===== src/rtl/decode_stage.sv =====
// Registered decode stage of the 16-bit RISC core.
// Decodes one instruction per cycle and holds issue while a scoreboarded register is pending.
module decode_stage #(
   parameter int NREGS = 8,
   parameter int IW    = 16
) (
   input  logic                     I_clk,
   input  logic                     I_rst_n,
   input  logic                     I_en,
   input  logic [IW-1:0]            I_instr,
   input  logic                     I_valid,
   output logic                     O_ready,
   output logic                     O_valid,
   input  logic                     I_ready,
   output logic [$clog2(NREGS)-1:0] O_selA,
   output logic [$clog2(NREGS)-1:0] O_selB,
   output logic [$clog2(NREGS)-1:0] O_selD,
   output logic                     O_regDwe,
   output logic [4:0]               O_aluop,
   output logic [IW-1:0]            O_imm,
   output logic                     O_illegal,
   input  logic                     I_wb_valid,
   input  logic [$clog2(NREGS)-1:0] I_wb_sel
);

   localparam int SW = $clog2(NREGS);

   logic [3:0]    opc;
   logic [SW-1:0] rd;
   logic [SW-1:0] ra;
   logic [SW-1:0] rb;
   logic          flag;
   logic [7:0]    imm8;

   assign opc  = I_instr[15:12];
   assign rd   = I_instr[11:9];
   assign flag = I_instr[8];
   assign ra   = I_instr[7:5];
   assign rb   = I_instr[4:2];
   assign imm8 = I_instr[7:0];

   logic          dwe_d;
   logic          illegal_d;
   logic [IW-1:0] imm_d;

   always_comb begin
      dwe_d     = 1'b0;
      illegal_d = 1'b0;
      unique case (opc)
         4'h0, 4'h1, 4'h2, 4'h3,
         4'h4, 4'h5, 4'h6:        dwe_d = 1'b1;
         4'h8, 4'h9, 4'hA, 4'hB:  dwe_d = 1'b1;
         4'hE, 4'hF:              illegal_d = 1'b1;
         default:                 dwe_d = 1'b0;
      endcase
   end

   // LOAD places imm8 in either byte; everything else uses a 5-bit field
   always_comb begin
      imm_d = {{(IW-5){1'b0}}, I_instr[4:0]};
      if (opc == 4'h8) begin
         if (flag)
            imm_d = {imm8, 8'h00};
         else
            imm_d = {8'h00, imm8};
      end
   end

   logic [NREGS-1:0] sb_q;
   logic [NREGS-1:0] sb_d;
   logic [NREGS-1:0] clr;
   logic [NREGS-1:0] set;
   logic [NREGS-1:0] one;
   logic             hz;
   logic             accept;
   logic             valid_q;

   assign one = {{(NREGS-1){1'b0}}, 1'b1};

   // Hazard looks only at registered state; writeback clears show next cycle
   assign hz      = I_valid & (sb_q[ra] | sb_q[rb] | sb_q[rd]);
   assign O_ready = I_en & ~hz & (~valid_q | I_ready);
   assign accept  = I_valid & O_ready;

   assign clr  = I_wb_valid ? (one << I_wb_sel) : '0;
   assign set  = (accept & dwe_d) ? (one << rd) : '0;
   assign sb_d = (sb_q & ~clr) | set;

   logic [SW-1:0] selA_q;
   logic [SW-1:0] selB_q;
   logic [SW-1:0] selD_q;
   logic          dwe_q;
   logic [4:0]    aluop_q;
   logic [IW-1:0] imm_q;
   logic          illegal_q;

   always_ff @(posedge I_clk or negedge I_rst_n) begin
      if (!I_rst_n) begin
         sb_q      <= '0;
         valid_q   <= 1'b0;
         selA_q    <= '0;
         selB_q    <= '0;
         selD_q    <= '0;
         dwe_q     <= 1'b0;
         aluop_q   <= '0;
         imm_q     <= '0;
         illegal_q <= 1'b0;
      end else if (I_en) begin
         sb_q <= sb_d;
         if (accept) begin
            valid_q   <= 1'b1;
            selA_q    <= ra;
            selB_q    <= rb;
            selD_q    <= rd;
            dwe_q     <= dwe_d;
            aluop_q   <= {opc, flag};
            imm_q     <= imm_d;
            illegal_q <= illegal_d;
         end else if (valid_q & I_ready) begin
            valid_q <= 1'b0;
         end
      end
   end

   assign O_valid   = valid_q;
   assign O_selA    = selA_q;
   assign O_selB    = selB_q;
   assign O_selD    = selD_q;
   assign O_regDwe  = dwe_q;
   assign O_aluop   = aluop_q;
   assign O_imm     = imm_q;
   assign O_illegal = illegal_q;

endmodule


===== config.mk =====
export PLATFORM = sky130hd
export DESIGN_NAME = decode_stage
export DESIGN_NICKNAME = d
export VERILOG_FILES = /design/src/rtl/decode_stage.sv
export SDC_FILE = /design/constraint.sdc
export NUM_CORES = 1
export LEC_CHECK = 0
export CORE_ASPECT_RATIO = 0.8
export CORE_UTILIZATION = 40
export CTS_BUF_LIST = sky130_fd_sc_hd__clkbuf_4
export DETAILED_ROUTE_END_ITERATION = 10
export PLACE_DENSITY = 0.76
export SYNTH_ARGS = -nofsm -noshare
export SYNTH_HDL_FRONTEND = slang
export SYNTH_SLANG_ARGS = --single-unit
export TNS_END_PERCENT = 20

===== constraint.sdc =====
create_clock -name I_clk -period 4.25 [get_ports I_clk]
set_input_delay 0.425 -clock I_clk [delete_from_list [all_inputs] [get_ports I_clk]]
set_output_delay 0.425 -clock I_clk [all_outputs]
set_load 0.01 [all_outputs]

==> results of run 1 <==
-- synthesized netlist by cell type (2+ instances only) --
library cell,n,area share
a41o_1,3,0.014
and3_1,2,0.0059
buf_6,3,0.016
dfrtp_1,41,0.49
inv_1,19,0.034
mux2_2,10,0.053
mux2_4,6,0.043
mux2i_1,16,0.076
mux2i_2,3,0.020
mux4_1,5,0.062
nand2_1,24,0.043
nand3_1,5,0.012
o21a_1,2,0.0071
o21ai_0,6,0.014
o31a_1,2,0.0083
-- metrics by stage --
stage                     cell area, sq um  hold WS (ps)  setup WS, ps  std cells
after global routing                  2760           261           868        290
after detailed placement              2690           492          1030        283
final                                 2760           199          1030        290
after CTS                             2760           212          1030        290
after floorplan                       2110           129          2110        169
after global placement                2690           486          1040        283
-- power groups by stage --
stage / Combinational [mW] / Sequential [mW] / Clock [mW]
6_report: 0.565 / 0.592 / 0.243
5_1_grt: 0.611 / 0.611 / 0.271
4_1_cts: 0.572 / 0.594 / 0.252
3_5_place_dp: 0.570 / 0.600 / 0
3_3_place_gp: 0.559 / 0.599 / 0
2_1_floorplan: 0.239 / 0.636 / 0
-- worst paths after layout --
check                             endpoint  slack, ps  depth (start not counted)
worst min-delay path             O_imm[15]        200                          1
worst max register to register    O_imm[0]       1930                          5
max in group asynchronous         O_imm[9]       3490                          1
worst max-delay path               O_ready       1030                          6
min in group I_clk              O_aluop[1]        520                          1
worst min register to register  O_aluop[1]        520                          1
-- per-layer routing --
layer  vias to the layer above  part of all wire  track usage
li1                        716                 -            -
met1                       755              0.48        0.250
met2                        58              0.45        0.262
met3                         7             0.057       0.0434
met4                         0             0.013       0.0647
met5                         -                 0            0
-- layout make-up --
class                           instances  share of cell area
Clock inverter                          2              0.0127
Tap cell                               62              0.0281
Multi-Input combinational cell        102               0.337
Clock buffer                            5              0.0136
Sequential cell                        41               0.372
Timing Repair Buffer                   59               0.211
Inverter                               19              0.0259
-- worst max-delay path: cells and delay by family --
family                 cells  cell delay, ps
buffers and inverters      2            1210
AND/OR/NAND/NOR            1             110
multiplexers               2             870
AO/OA/AOI/OAI              1             180
-- sequential cells by signal, summed over array words and instances (netlist names), 3 cells and up --
name,flops
O_aluop,5
O_imm,16
O_selA,3
O_selB,3
O_selD,3
sb_q,8
-- cells by family (layout without fill, tap and decap cells) --
family | Yosys count | count (layout) | synth area share
muxes | 41 | 41 | 0.265
DFF | 41 | 41 | 0.487
buffers and inverters | 26 | 85 | 0.0719
and+or+nand+nor | 42 | 42 | 0.109
AOI/OAI and AO/OA | 19 | 19 | 0.0671
==> metrics.cfg, run 1 <==
[run_status]
status=completed

[clocking]
cts_setup_buffers=0
cts_repair_resize_count=0
clk_pin_slew_worst_paths_ps=110
clkSinkCount=41
numCtsBuffers=5
cts_tree=yes
cts.path.max_buffers=2
cts_hold_buffers=0
cts_max_level=2
clk_latency_ps=340
root_buffer=clkbuf_4

[power]
p_sw_mw=0.414
p_comb_frac=0.404
p_int_mw=0.986
powerDensity_nw_per_um2=508
seqPwrFrac=0.423
peakVddDrop_v=0.000327
sw_frac_of_total=0.296
clkPwrFrac=0.173
power_mw=1.40
cellLeakagePower_nw=1.22

[timing]
period_share=0.759
maxSlewHeadroom=0.404
hold_violations=0
slew_violations=0
setup_viol=0
rsz0062_at_grt=no
skew_ps=9.85
timing.fmax_mhz=310
tightest_slew_ps=895
period_needed_ps=3220
setup_tns_ps=0

[finish]
utilization=0.548
area_delta_synth_final_pct=31.0
layout-drive-gt1-share=0.149
final_common_cell=clkdlybuf4s50_1
nets=253
regArea_sq_um=1030
final_cell_mix=clkdlybuf4s50_1 (57), dfrtp_1 (41), nand2_1 (24)
num_antenna_cells=0
fillerInstances=435
multi_input_area_sq_um=928

[detailed_routing]
detail-route-antenna-nets=0
post_drt_wl_per_cell_um=15.4
drc=0
num_vias=1536
wl_um=4450
first_iter_violations=94
drtPass1Iterations=4
via_per_inst=5.30

[worst_setup_path]
worstReg2RegStart=sb_q[4]
crit_top_cell=clkdlybuf4s50_1
critPathLaunchType=input port
required_ps=3830
path_max_fanout=9
slowest_stage=clkdlybuf4s50_1
end_kind=primary output
crit_start=I_instr[10]
cp_cell_sequence=clkdlybuf4s50_1, mux4_1, mux2i_2, nand3_1, a21oi_1, clkdlybuf4s50_1
worst-setup-path-type=input port to primary output
cp.arrival_ps=2800
cp_slowest_stage_delay_ps=660

[logic_synthesis]
ys_ff_latch=41
synth_cell_types=37
syn_nets=194
synth-edff-count=0
syn_area_sq_um=2110
ys.flop_type=dfrtp_1
async_reset_ff_frac=1.00
synth_seq_area_share=0.487
avgSynthCellArea_sq_um=12.5
ys_warn_count=0
synthCells=169

[die]
die_h_um=66.9
fp.dieW_um=83.1
rows=23
pin_count=59
coreArea_sq_um=5040
initial_core_util=0.418
die-area_sq_um=5560

[place]
post-dp-hpwl_um=3240
gp_congestion=0.877
port_buffers=58

[grt]
grt_max_degree=42
grt_pass1_wl_um=7510
grt_overflow=0
grt_antenna_before_repair=0
grt_usage=0.177
grt_pass1_vias=1472

[run]
drv_cap=0

[min_path]
hold_class=input port to async pin

(Power assumes the default switching activity.)
==> inputs of run 2 (changes only) <==
--- a/config.mk
+++ b/config.mk
@@ -9,7 +9,7 @@
 export CORE_UTILIZATION = 40
 export CTS_BUF_LIST = sky130_fd_sc_hd__clkbuf_4
 export DETAILED_ROUTE_END_ITERATION = 10
-export PLACE_DENSITY = 0.76
+export PLACE_DENSITY = 0.78
 export SYNTH_ARGS = -nofsm -noshare
 export SYNTH_HDL_FRONTEND = slang
 export SYNTH_SLANG_ARGS = --single-unit
==> constraint.sdc (replaced) <==
create_clock -name I_clk -period 2.7 [get_ports I_clk]
set_input_delay 0.27 -clock I_clk [delete_from_list [all_inputs] [get_ports I_clk]]
set_output_delay 0.27 -clock I_clk [all_outputs]
set_load 0.01 [all_outputs]
==> run 2 against run 1 <==
Compared with the run above: core utilization rose by 1.2 points; via count increased by 0.52%; register-to-register slack got worse by 1400 ps; setup slack got worse by 500 ps; largest power group unchanged; clock skew decreased by 5.1 ps; die area did not move; highest routed layer unchanged.
==> metrics.cfg, run 2 (synthesis results as in run 1) <==
[run_status]
status=completed

[power]
peakVddDrop_v=0.000522
power_mw=2.14
powerDensity_nw_per_um2=759
cellLeakagePower_nw=1.28

[die]
fp.dieW_um=83.1
rows=23
initial_core_util=0.418
die_h_um=66.9
coreArea_sq_um=5040
pin_count=59
die-area_sq_um=5560

[detailed_routing]
num_vias=1544
via_per_inst=5.16
post_drt_wl_per_cell_um=15.4
drc=0
detail-route-antenna-nets=0
drtPass1Iterations=4
wl_um=4620
first_iter_violations=106

[timing]
maxSlewHeadroom=0.404
period_needed_ps=2180
skew_ps=4.74
timing.fmax_mhz=459
hold_violations=0
rsz0062_at_grt=no
period_share=0.807
slew_violations=0
tightest_slew_ps=894
setup_viol=0

[run]
drv_cap=0

[clocking]
clk_pin_slew_worst_paths_ps=110
cts_setup_buffers=0
clkSinkCount=41
root_buffer=clkbuf_4
cts_max_level=2
cts_tree=yes
cts.path.max_buffers=2
clk_latency_ps=350
numCtsBuffers=5
cts_hold_buffers=0

[finish]
final_cell_mix=clkdlybuf4s50_1 (53), dfrtp_1 (41), nand2_1 (24)
nets=262
area_delta_synth_final_pct=34.0
num_antenna_cells=0
fin_cells=299
final_common_cell=clkdlybuf4s50_1
largest_register_ffs=16
layout-drive-gt1-share=0.177

[worst_setup_path]
critPathLaunchType=flop
cp.arrival_ps=1910
required_ps=2430
path_max_fanout=4
worst-setup-path-type=flop to primary output
end_kind=primary output

[place]
gp_congestion=0.906
port_buffers=58
post-dp-hpwl_um=3470
placed_cells=292

[grt]
grt_overflow=0
grt_max_degree=42
grt_pass1_wl_um=7670
grt_antenna_before_repair=0
grt_pass1_vias=1555
grt_usage=0.181

[min_path]
hold_class=input port to async pin

==> run 2: cell types whose count changed in the layout (fill, tap and decap cells not counted) <==
cell / previous run / this run
clkinv_1: 0 / 1
bufinv_16: 1 / 0
buf_12: 0 / 1
clkbuf_4: 5 / 6
clkdlybuf4s50_1: 57 / 53
buf_4: 1 / 9
dlygate4sd2_1: 0 / 1
clkinv_2: 1 / 0
dlymetal6s2s_1: 0 / 3
==> run 2: path summary, 6_finish.rpt <==
kind                             from         end  slack [ps]  depth (start not counted)
max                           sb_q[5]     O_ready         520                          5
min in group I_clk         I_instr[2]   O_imm[10]         390                          4
min reg2reg                 O_selA[0]   O_selA[0]         520                          1
min                           I_rst_n   O_imm[15]          30                          1
max in group asynchronous     I_rst_n  O_aluop[0]        2110                          1
max reg2reg                   sb_q[5]    O_imm[0]         570                          6
==> run 2: area by class of cell <==
class	instances	area, sq um
Clock buffer	6	45.0
Clock inverter	1	3.75
Fill cell	425	2210
Inverter	19	71.3
Multi-Input combinational cell	102	928
Sequential cell	41	1030
Tap cell	62	77.6
Timing Repair Buffer	68	669
==> run 2: stage by stage <==
stage          utilization  setup TNS (ps)  worst slack [ps]  instance area [sq um]  hold WS, ps
3_3_place_gp         0.549               0              6.53                   2770          449
4_1_cts              0.559               0              11.6                   2810         58.0
5_1_grt              0.560               0               360                   2820         89.3
6_report             0.560               0               521                   2820         33.0
3_5_place_dp         0.549           -17.1             -17.1                   2770          450
2_1_floorplan            -               0               718                   2110        -25.6
==> run 2: report_power, final <==
group	internal (mW)	switching [mW]
Clock	0.105	0.185
Sequential	0.808	0.121
Combinational	0.581	0.342
==> run 2: worst max-delay path, cell delays in order, from the launching register on <==
cell            delay [ps]
dfrtp_1                420
mux4_1                 520
mux2i_2                190
nand3_1                120
a21oi_1                140
dlymetal6s2s_1         170
==> run 2: repair_timing <==
| item | 4_1_cts | 5_1_grt |
|---|---|---|
| endpoints found under the setup margin | 1 | 1 |
| endpoints found under the hold margin | 0 | 0 |
| resized for setup | 1 | 3 |
| cloned | 0 | 0 |
==> run 2: layer usage <==
layer | vias to the layer above | track usage | share of wire
met2 | 48 | 0.302 | 0.46
li1 | 736 | - | -
met5 | - | 0 | 0
met4 | 0 | 0.0711 | 0.015
met1 | 753 | 0.227 | 0.46
met3 | 7 | 0.0471 | 0.063
